### src/rtl/lsu_ecc_scrub_pkg.sv
// Shared types and constants for the DCCM single-bit-error scrub controller.
package lsu_ecc_scrub_pkg;

    // DC3 load/store packet: only the fields the scrubber looks at
    typedef struct packed {
        logic valid;
        logic load;
    } lsu_pkt_t;

    // Scrub write-back sequencing
    typedef enum logic [1:0] {
        SCRUB_IDLE  = 2'd0,
        SCRUB_WR_LO = 2'd1,
        SCRUB_WR_HI = 2'd2
    } scrub_state_t;

    // (39,32) Hamming check-bit masks over the 32 data bits; bit 6 is overall parity
    localparam logic [5:0][31:0] ECC_MASKS = {
        32'hFC000000,
        32'h03FFF800,
        32'h03FC07F0,
        32'hE3C3C78E,
        32'h9B33366D,
        32'h56AAAD5B
    };

endpackage

### src/rtl/lsu_ecc_scrub_ecc.sv
// SEC-DED check-bit generator for one 32-bit DCCM bank word.
module lsu_ecc_scrub_ecc
    import lsu_ecc_scrub_pkg::*;
(
    input  logic [31:0] din,
    output logic [6:0]  ecc_out
);

    logic [5:0] syn;

    // Hamming check bits, then overall parity across data and check bits
    always_comb begin
        syn = '0;
        for (int unsigned i = 0; i < 6; i++) begin
            syn[i] = ^(din & ECC_MASKS[i]);
        end
        ecc_out = {(^din) ^ (^syn), syn};
    end

endmodule

### src/rtl/lsu_ecc_scrub.sv
// DCCM scrub controller: captures corrected load data after a single-bit ECC
// error and writes it back (with fresh ECC) to the failing bank(s).
module lsu_ecc_scrub
    import lsu_ecc_scrub_pkg::*;
#(
    parameter int DCCM_BITS       = 16,
    parameter int DCCM_DATA_WIDTH = 32,
    parameter int DCCM_ECC_WIDTH  = 7,
    parameter int CNT_WIDTH       = 16
) (
    input  logic                       clk,
    input  logic                       rst_l,
    input  lsu_pkt_t                   lsu_pkt_dc3,
    input  logic [DCCM_BITS-1:0]       lsu_addr_dc3,
    input  logic [DCCM_BITS-1:0]       end_addr_dc3,
    input  logic                       single_ecc_error_hi_dc3,
    input  logic                       single_ecc_error_lo_dc3,
    input  logic [DCCM_DATA_WIDTH-1:0] store_ecc_datafn_hi_dc3,
    input  logic [DCCM_DATA_WIDTH-1:0] store_ecc_datafn_lo_dc3,
    input  logic                       dec_tlu_core_ecc_disable,
    input  logic                       stbuf_wren,
    input  logic [DCCM_BITS-1:0]       stbuf_wraddr,
    input  logic                       scrub_gnt,
    input  logic                       ecc_count_clr,
    output logic                       scrub_req,
    output logic [DCCM_BITS-1:0]       scrub_wraddr,
    output logic [DCCM_DATA_WIDTH-1:0] scrub_wrdata,
    output logic [DCCM_ECC_WIDTH-1:0]  scrub_wrecc,
    output logic                       scrub_busy,
    output logic                       scrub_drop,
    output logic [CNT_WIDTH-1:0]       ecc_sec_count
);

    localparam logic [DCCM_BITS-1:0] WORD_MASK = {{(DCCM_BITS-2){1'b1}}, 2'b00};

    scrub_state_t               state, state_nxt;
    logic                       lo_pend, hi_pend;
    logic [DCCM_BITS-1:0]       lo_addr, hi_addr;
    logic [DCCM_DATA_WIDTH-1:0] lo_data, hi_data;
    logic                       cap, busy;
    logic                       lo_cancel, hi_cancel;
    logic                       lo_done, hi_done;
    logic [CNT_WIDTH:0]         cnt_sum;
    logic [CNT_WIDTH-1:0]       cnt_nxt;

    assign cap  = lsu_pkt_dc3.valid & lsu_pkt_dc3.load &
                  (single_ecc_error_hi_dc3 | single_ecc_error_lo_dc3) &
                  ~dec_tlu_core_ecc_disable;
    assign busy = (state != SCRUB_IDLE);

    // A store-buffer drain to a pending word supersedes the scrub of that word
    assign lo_cancel = lo_pend & stbuf_wren & ((stbuf_wraddr & WORD_MASK) == lo_addr);
    assign hi_cancel = hi_pend & stbuf_wren & ((stbuf_wraddr & WORD_MASK) == hi_addr);

    // Current half finishes on grant or on cancel; cancel suppresses the request
    assign lo_done   = (state == SCRUB_WR_LO) & (scrub_gnt | lo_cancel);
    assign hi_done   = (state == SCRUB_WR_HI) & (scrub_gnt | hi_cancel);
    assign scrub_req = ((state == SCRUB_WR_LO) & ~lo_cancel) |
                       ((state == SCRUB_WR_HI) & ~hi_cancel);

    assign scrub_busy   = busy;
    assign scrub_wraddr = (state == SCRUB_WR_HI) ? hi_addr : lo_addr;
    assign scrub_wrdata = (state == SCRUB_WR_HI) ? hi_data : lo_data;

    lsu_ecc_scrub_ecc u_ecc (
        .din     (scrub_wrdata),
        .ecc_out (scrub_wrecc)
    );

    // Next-state selection for the write-back sequence
    always_comb begin
        state_nxt = state;
        case (state)
            SCRUB_IDLE: begin
                if (cap) begin
                    state_nxt = single_ecc_error_lo_dc3 ? SCRUB_WR_LO : SCRUB_WR_HI;
                end
            end
            SCRUB_WR_LO: begin
                if (lo_done) begin
                    state_nxt = (hi_pend & ~hi_cancel) ? SCRUB_WR_HI : SCRUB_IDLE;
                end
            end
            SCRUB_WR_HI: begin
                if (hi_done) begin
                    state_nxt = SCRUB_IDLE;
                end
            end
            default: state_nxt = SCRUB_IDLE;
        endcase
    end

    // State register
    always_ff @(posedge clk or negedge rst_l) begin
        if (!rst_l) begin
            state <= SCRUB_IDLE;
        end else begin
            state <= state_nxt;
        end
    end

    // Capture of failing-bank addresses/data in IDLE; pend bits retire on grant or cancel
    always_ff @(posedge clk or negedge rst_l) begin
        if (!rst_l) begin
            lo_pend <= 1'b0;
            hi_pend <= 1'b0;
            lo_addr <= '0;
            hi_addr <= '0;
            lo_data <= '0;
            hi_data <= '0;
        end else if (!busy) begin
            if (cap) begin
                lo_pend <= single_ecc_error_lo_dc3;
                hi_pend <= single_ecc_error_hi_dc3;
                lo_addr <= lsu_addr_dc3 & WORD_MASK;
                hi_addr <= end_addr_dc3 & WORD_MASK;
                lo_data <= store_ecc_datafn_lo_dc3;
                hi_data <= store_ecc_datafn_hi_dc3;
            end
        end else begin
            if (lo_cancel | lo_done) begin
                lo_pend <= 1'b0;
            end
            if (hi_cancel | hi_done) begin
                hi_pend <= 1'b0;
            end
        end
    end

    // Sticky flag for SEC events lost because a scrub was already in progress
    always_ff @(posedge clk or negedge rst_l) begin
        if (!rst_l) begin
            scrub_drop <= 1'b0;
        end else if (cap & busy) begin
            scrub_drop <= 1'b1;
        end
    end

    // Saturating add of 0..2 SEC events per qualified cycle
    always_comb begin
        cnt_sum = {1'b0, ecc_sec_count}
                + {{CNT_WIDTH{1'b0}}, single_ecc_error_lo_dc3}
                + {{CNT_WIDTH{1'b0}}, single_ecc_error_hi_dc3};
        cnt_nxt = cnt_sum[CNT_WIDTH] ? '1 : cnt_sum[CNT_WIDTH-1:0];
    end

    // SEC event counter; clear takes priority over counting
    always_ff @(posedge clk or negedge rst_l) begin
        if (!rst_l) begin
            ecc_sec_count <= '0;
        end else if (ecc_count_clr) begin
            ecc_sec_count <= '0;
        end else if (cap) begin
            ecc_sec_count <= cnt_nxt;
        end
    end

endmodule

### config.mk
export PLATFORM = sky130hd
export DESIGN_NAME = lsu_ecc_scrub
export DESIGN_NICKNAME = d
export VERILOG_FILES = /design/src/rtl/lsu_ecc_scrub_pkg.sv /design/src/rtl/lsu_ecc_scrub_ecc.sv /design/src/rtl/lsu_ecc_scrub.sv
export SDC_FILE = /design/constraint.sdc
export NUM_CORES = 1
export LEC_CHECK = 0
export CAP_MARGIN = 20
export CORE_ASPECT_RATIO = 0.75
export CORE_MARGIN = 2
export CORE_UTILIZATION = 40
export DETAILED_ROUTE_END_ITERATION = 6
export PLACE_DENSITY = 0.77
export SYNTH_ARGS = -nofsm -noshare
export SYNTH_HDL_FRONTEND = slang
export SYNTH_SLANG_ARGS = --single-unit
export TNS_END_PERCENT = 20
### constraint.sdc
create_clock -name clk -period 3.5 [get_ports clk]
set_clock_uncertainty 0.05 [all_clocks]
set_input_delay 0.7 -clock clk [delete_from_list [all_inputs] [get_ports clk]]
set_output_delay 0.7 -clock clk [all_outputs]
set_load 0.01 [all_outputs]
# ---- Word-level counts from Yosys, hierarchy flattened
# Cells that the tools add are included.
dict set report op_classes {
  eq_ne 9
  addsub 2
  n_reduce_logical 16
  bitwise_logic 24
  mux 17
}
# op n
set op_table {}
lappend op_table {{XOR reduction 32 bit} 7}
lappend op_table {{2-to-1 mux 16 bit} 4}
lappend op_table {{2-to-1 mux 32 bit} 1}
lappend op_table {{equality test 14 bit} 2}
lappend op_table {{adder 16 x 1 -> 17 bit} 1}
lappend op_table {{adder 17 x 1 -> 17 bit} 1}
lappend op_table {{bitwise AND 1 bit} 13}
lappend op_table {{2-to-1 mux 2 bit} 5}
lappend op_table {{2-to-1 mux 1 bit} 6}
lappend op_table {{inequality test 2 bit (second input constant)} 3}
lappend op_table {{OR 1 bit} 6}
lappend op_table {{one-hot mux 2 bit (3 select lines)} 1}
lappend op_table {{AND reduction 2 bit} 3}
lappend op_table {{nonzero test 2 bit} 3}
lappend op_table {{XOR reduction 6 bit} 1}
lappend op_table {{inequality test 2 x 1 -> 1 bit (second input constant)} 2}
lappend op_table {{NOT 1 bit} 4}
lappend op_table {{AND reduction 3 bit} 1}
lappend op_table {{equality test 2 x 1 -> 1 bit (second input constant)} 1}
lappend op_table {{equality test 2 bit (second input constant)} 1}
lappend op_table {{logical NOT 2 bit} 1}
lappend op_table {{XOR 1 bit} 1}
dict set report word_totals {
  reg_bits 113
  in_bits 122
}

# ---- Depth between registers and ports, before layout
dict set report logic_depth {
  ltp_word 7
  depth_mapped 11
  depth_no_buf 10
}

# ---- Modules after synthesis
# A second synthesis with hierarchy kept.
dict set report unflattened {
  hier_cells 574
  area_unflattened_um2 6084.6
}
# mod cells_each instances seq_area_each_um2 area_per_inst_um2
set by_module_without_submodules {}
lappend by_module_without_submodules {lsu_ecc_scrub 515 1 2827.7 5505.3}
lappend by_module_without_submodules {lsu_ecc_scrub_ecc 59 1 0.0 579.3}

# ---- Worst setup path before layout
# Ideal clock, no wire load.
dict set report synth_timing {
  kind {register -> output}
  from {register state[0]}
  to {output scrub_wrecc[6]}
  slack_ns 0.493
  arrival_time_ns 2.257
  stages_incl_launch_ff 9
  path_cell_list {dfrtp_1 nand2b_1 buf_6 buf_12 mux2i_1 xnor2_1 xnor3_1 xnor2_1 xnor3_1}
}
dict set report synth_via {
  elab_chain_cells 5
}
# element line_no
set synth_rtl {}
lappend synth_rtl {{start: declaration} lsu_ecc_scrub.sv:36} ;# scrub_state_t state, state_nxt;
lappend synth_rtl {{start signal: assignment} lsu_ecc_scrub.sv:98} ;# state <= state_nxt;
lappend synth_rtl {{equality test 2 bit} lsu_ecc_scrub.sv:63} ;# assign scrub_wrdata = (state == SCRUB_WR_HI) ? hi_data : lo_data;
lappend synth_rtl {{2-to-1 mux 32 bit} lsu_ecc_scrub.sv:63}
lappend synth_rtl {{XOR reduction 32 bit} lsu_ecc_scrub_ecc.sv:15} ;# syn[i] = ^(din & ECC_MASKS[i]);
lappend synth_rtl {{named net scrub_wrecc[2]} lsu_ecc_scrub.sv:28} ;# output logic [DCCM_ECC_WIDTH-1:0] scrub_wrecc,
lappend synth_rtl {{XOR reduction 6 bit} lsu_ecc_scrub_ecc.sv:17} ;# ecc_out = {(^din) ^ (^syn), syn};
lappend synth_rtl {{XOR 1 bit} lsu_ecc_scrub_ecc.sv:17}
lappend synth_rtl {{end: declaration} lsu_ecc_scrub.sv:28}
# The timed path passes the listed nets, and every way through them passes these cells.

# ---- Final worst setup path
dict set report layout_timing {
  from {register state[0]}
  to {output scrub_wrecc[6]}
}
dict set report layout_via {
  elab_chain_cells 5
}
# element line_no
set layout_rtl {}
lappend layout_rtl {{equality test 2 bit (*)} lsu_ecc_scrub.sv:63}
lappend layout_rtl {{2-to-1 mux 32 bit (*)} lsu_ecc_scrub.sv:63}
lappend layout_rtl {{XOR reduction 32 bit} lsu_ecc_scrub_ecc.sv:15}
lappend layout_rtl {{XOR reduction 6 bit} lsu_ecc_scrub_ecc.sv:17}
lappend layout_rtl {{XOR 1 bit (*)} lsu_ecc_scrub_ecc.sv:17}
# Every way passes the cells marked *; elsewhere a longest branch is shown, timed or not.

==> metrics.yaml <==
critPathKind: "flip-flop to output pin"
hold_path_class: "primary input to async pin"
slew_headroom: 0.585
synth_top_cell_by_area: "dfrtp_1"
drtIter0Drc: 245
synth_top_area_frac: 0.437
synthesis.area_mm2: 0.00648
fill_cells: 1367
n_antenna_cell: 0
synth_seq_cells: 113
fmax_mhz: 275
violations: "negative setup slack"
antenna_found_initial: 0
globalRouteOverflowTotal: 0
die-width_um: 151
clkTransAtPathRegs_ns: 0.06
end_kind: "output pin"
routed_wl_um: 17900
hold_buffers: 0
synthMuxAreaShare: 0.109
slowest_stage: "xnor3_1"
htree_num_levels: 4
setup_viol: 2
synth.avg_cell_area_um2: 8.96
first_global_vias: 5610
maxSlewViolCount: 0
ant_nets: 0
maxCapViolations: 0
yosys-top-cells-area: "dfrtp_1 (44%), nand2_1 (17%), xnor2_1 (7.8%)"
synth_compound_area_frac: 0.0359
crit_arrival_ns: 2.89
vias: 5570
seq_area_frac_synth: 0.437
critical_path.max_fanout: 13
initial_core_util: 0.407
fin_ws_ns: -0.137
cts_tree: "done"
synthAdderAreaFrac: 0.00502
yosysWarnings: 0
final_nets: 1069
first_pass_iters: 5
power_density_mw_per_mm2: 835
tightest_slew_ns: 0.623
fin_crit_sh: 1.04
rsz0062_at_grt: "true"
fin_crit_ns: 3.64
core_region_area_mm2: 0.0159
via_per_inst: 4.77
synth_top_family_by_area: "simple AND/OR/NAND/NOR gates"
wl_per_cell_um: 15.3
cp-start-kind: "flip-flop"
ys_async_sr_fraction: 1.00
synth.most_common_cell: "nand2_1"
grt.total_usage: 0.214
synth_edf_count: 0
die_h_um: 114
die-area_mm2: 0.0172
crit_required_ns: 2.75
peakVddDrop_v: 0.000916
io-pin-count: 196
synth_simple_gate_area_frac: 0.219
syn2layout_area_growth_pct: 48.7
cts.path.max_buffers: 2
finalWeightedCongestion: 0.840
syn_inst: 723
finish.utilization: 0.605
setup_tns_ns: -0.209
dp.final_hpwl_um: 13000
p_leak_nw: 4.51
grt_max_degree: 73
path_cells: "nand2b_4 > buf_12 > buf_4 > mux2i_4 > xnor2_2 > xnor2_2 > xnor3_1 > xnor2_1 > xnor3_1 > clkdlybuf4s15_1"
synth-main-ff-cell: "dfrtp_1"
cts_sinks: 113
synth_xor_area_frac: 0.161
row_count: 40
status: "finished, violations left"
hold_viol_final: 0
clock-root-buffer: "clkbuf_16"
placement.io_buffers: 187
ys_types: 43
drc: 0
clk_latency_ns: 0.39
synth_common_cells: "nand2_1 (287), dfrtp_1 (113), xnor2_1 (58)"
cpPeakStageDelay_ns: 0.38
cts_buffers: 17
drive_gt1_frac: 0.161
grt_pass1_wl_um: 28500
per-stage QoR:
stage                     std cells  worst slack [ns]  cell area, µm²  total power [mW]  hold WS [ns]
final                          1167            -0.137            9630              8.04         0.259
after global routing           1167            -0.269            9630              8.51         0.290
after CTS                      1163            -0.186            9530              8.10         0.268
after detailed placement       1129           -0.0137            8840              6.37         0.414
after global placement         1129            0.0166            8840              6.30         0.395
after floorplan                 724             0.493            6480              4.21         0.354
final timing paths:
check / end / startpoint / cells past startpoint / slack, ns
max: scrub_wrecc[6] / state[0]$_DFFE_PN0P_ / 10 / -0.14
min: ecc_sec_count[12]$_DFFE_PN0P_ / rst_l / 1 / 0.26
max reg2reg: ecc_sec_count[0]$_DFFE_PN0P_ / ecc_sec_count[0]$_DFFE_PN0P_ / 9 / 1.12
min reg2reg: scrub_drop$_DFFE_PN0P_ / scrub_drop$_DFFE_PN0P_ / 1 / 0.41
max in group asynchronous: hi_data[21]$_DFFE_PN0P_ / rst_l / 2 / 2.35
min in group clk: scrub_drop$_DFFE_PN0P_ / scrub_drop$_DFFE_PN0P_ / 1 / 0.41
cell type report:
cell class / count / area (µm²) / share of cell area
Clock buffer: 21 / 460 / 0.0478
Clock inverter: 10 / 87.6 / 0.00909
Inverter: 13 / 48.8 / 0.00507
Multi-Input combinational cell: 565 / 3650 / 0.379
Sequential cell: 113 / 2830 / 0.294
Tap cell: 210 / 263 / 0.0273
Timing Repair Buffer: 235 / 2300 / 0.238
per-layer routing:
layer  part of all wire  up-vias  wire length [µm]  track usage
met5                  0        -                 0            0
met4             0.0097        0               174       0.0567
met3              0.069       12              1230       0.0637
met2               0.44      149              7880        0.322
met1               0.48     2627              8570        0.301
li1                   -     2782                 -            -
power by group:
| group | internal [mW] | switching [mW] |
|---|---|---|
| logic | 2.73 | 1.85 |
| registers | 1.57 | 0.281 |
| clock network | 1.00 | 0.599 |
worst max-delay path, delay by kind of cell (launching register included):
family | cells | cell delay (ns)
xor+xnor | 5 | 1.18
simple gates | 1 | 0.18
flops | 1 | 0.37
buf+inv | 3 | 0.56
mux | 1 | 0.19
cell families (layout without fill, tap and decap cells):
kind of cell,count (synthesis),after routing
flops,113,113
other cells,1,2
fa+ha+maj,2,2
simple gates,354,354
compound gates,36,36
xor+xnor,109,109
buf+inv,46,279
mux,62,62
state kept, by name (all words and copies together), names as in the netlist:
name,cells
ecc_sec_count,16
scrub_drop,1
lo_addr,14
hi_data,32
state,2
lo_pend,1
hi_pend,1
lo_data,32
hi_addr,14
layout by cell type (no fill, tap or decap), types with 4 or more instances in the layout:
cell and instances:
a211oi_1 6, a21oi_1 9, a31oi_1 4, buf_12 5, buf_4 44, clkbuf_16 17
clkdlybuf4s50_1 181, clkinv_2 5, dfrtp_1 113, inv_1 13, mux2_2 44, mux2i_1 5
mux2i_2 5, mux2i_4 8, nand2_1 286, nand3_1 6, nand4_1 9, nor2_1 24
nor3_1 9, o21ai_0 6, xnor2_1 51, xnor2_2 8, xnor3_1 4, xor2_1 43
repair_timing:
item | in CTS | in global routing
gates resized for setup | 25 | 12
setup endpoints to repair | 7 | 7
pin swaps | 4 | 2
setup buffers | 3 | 4
endpoints found under the hold margin | 0 | 0
Note: power is estimated with default switching activity, not from simulation.
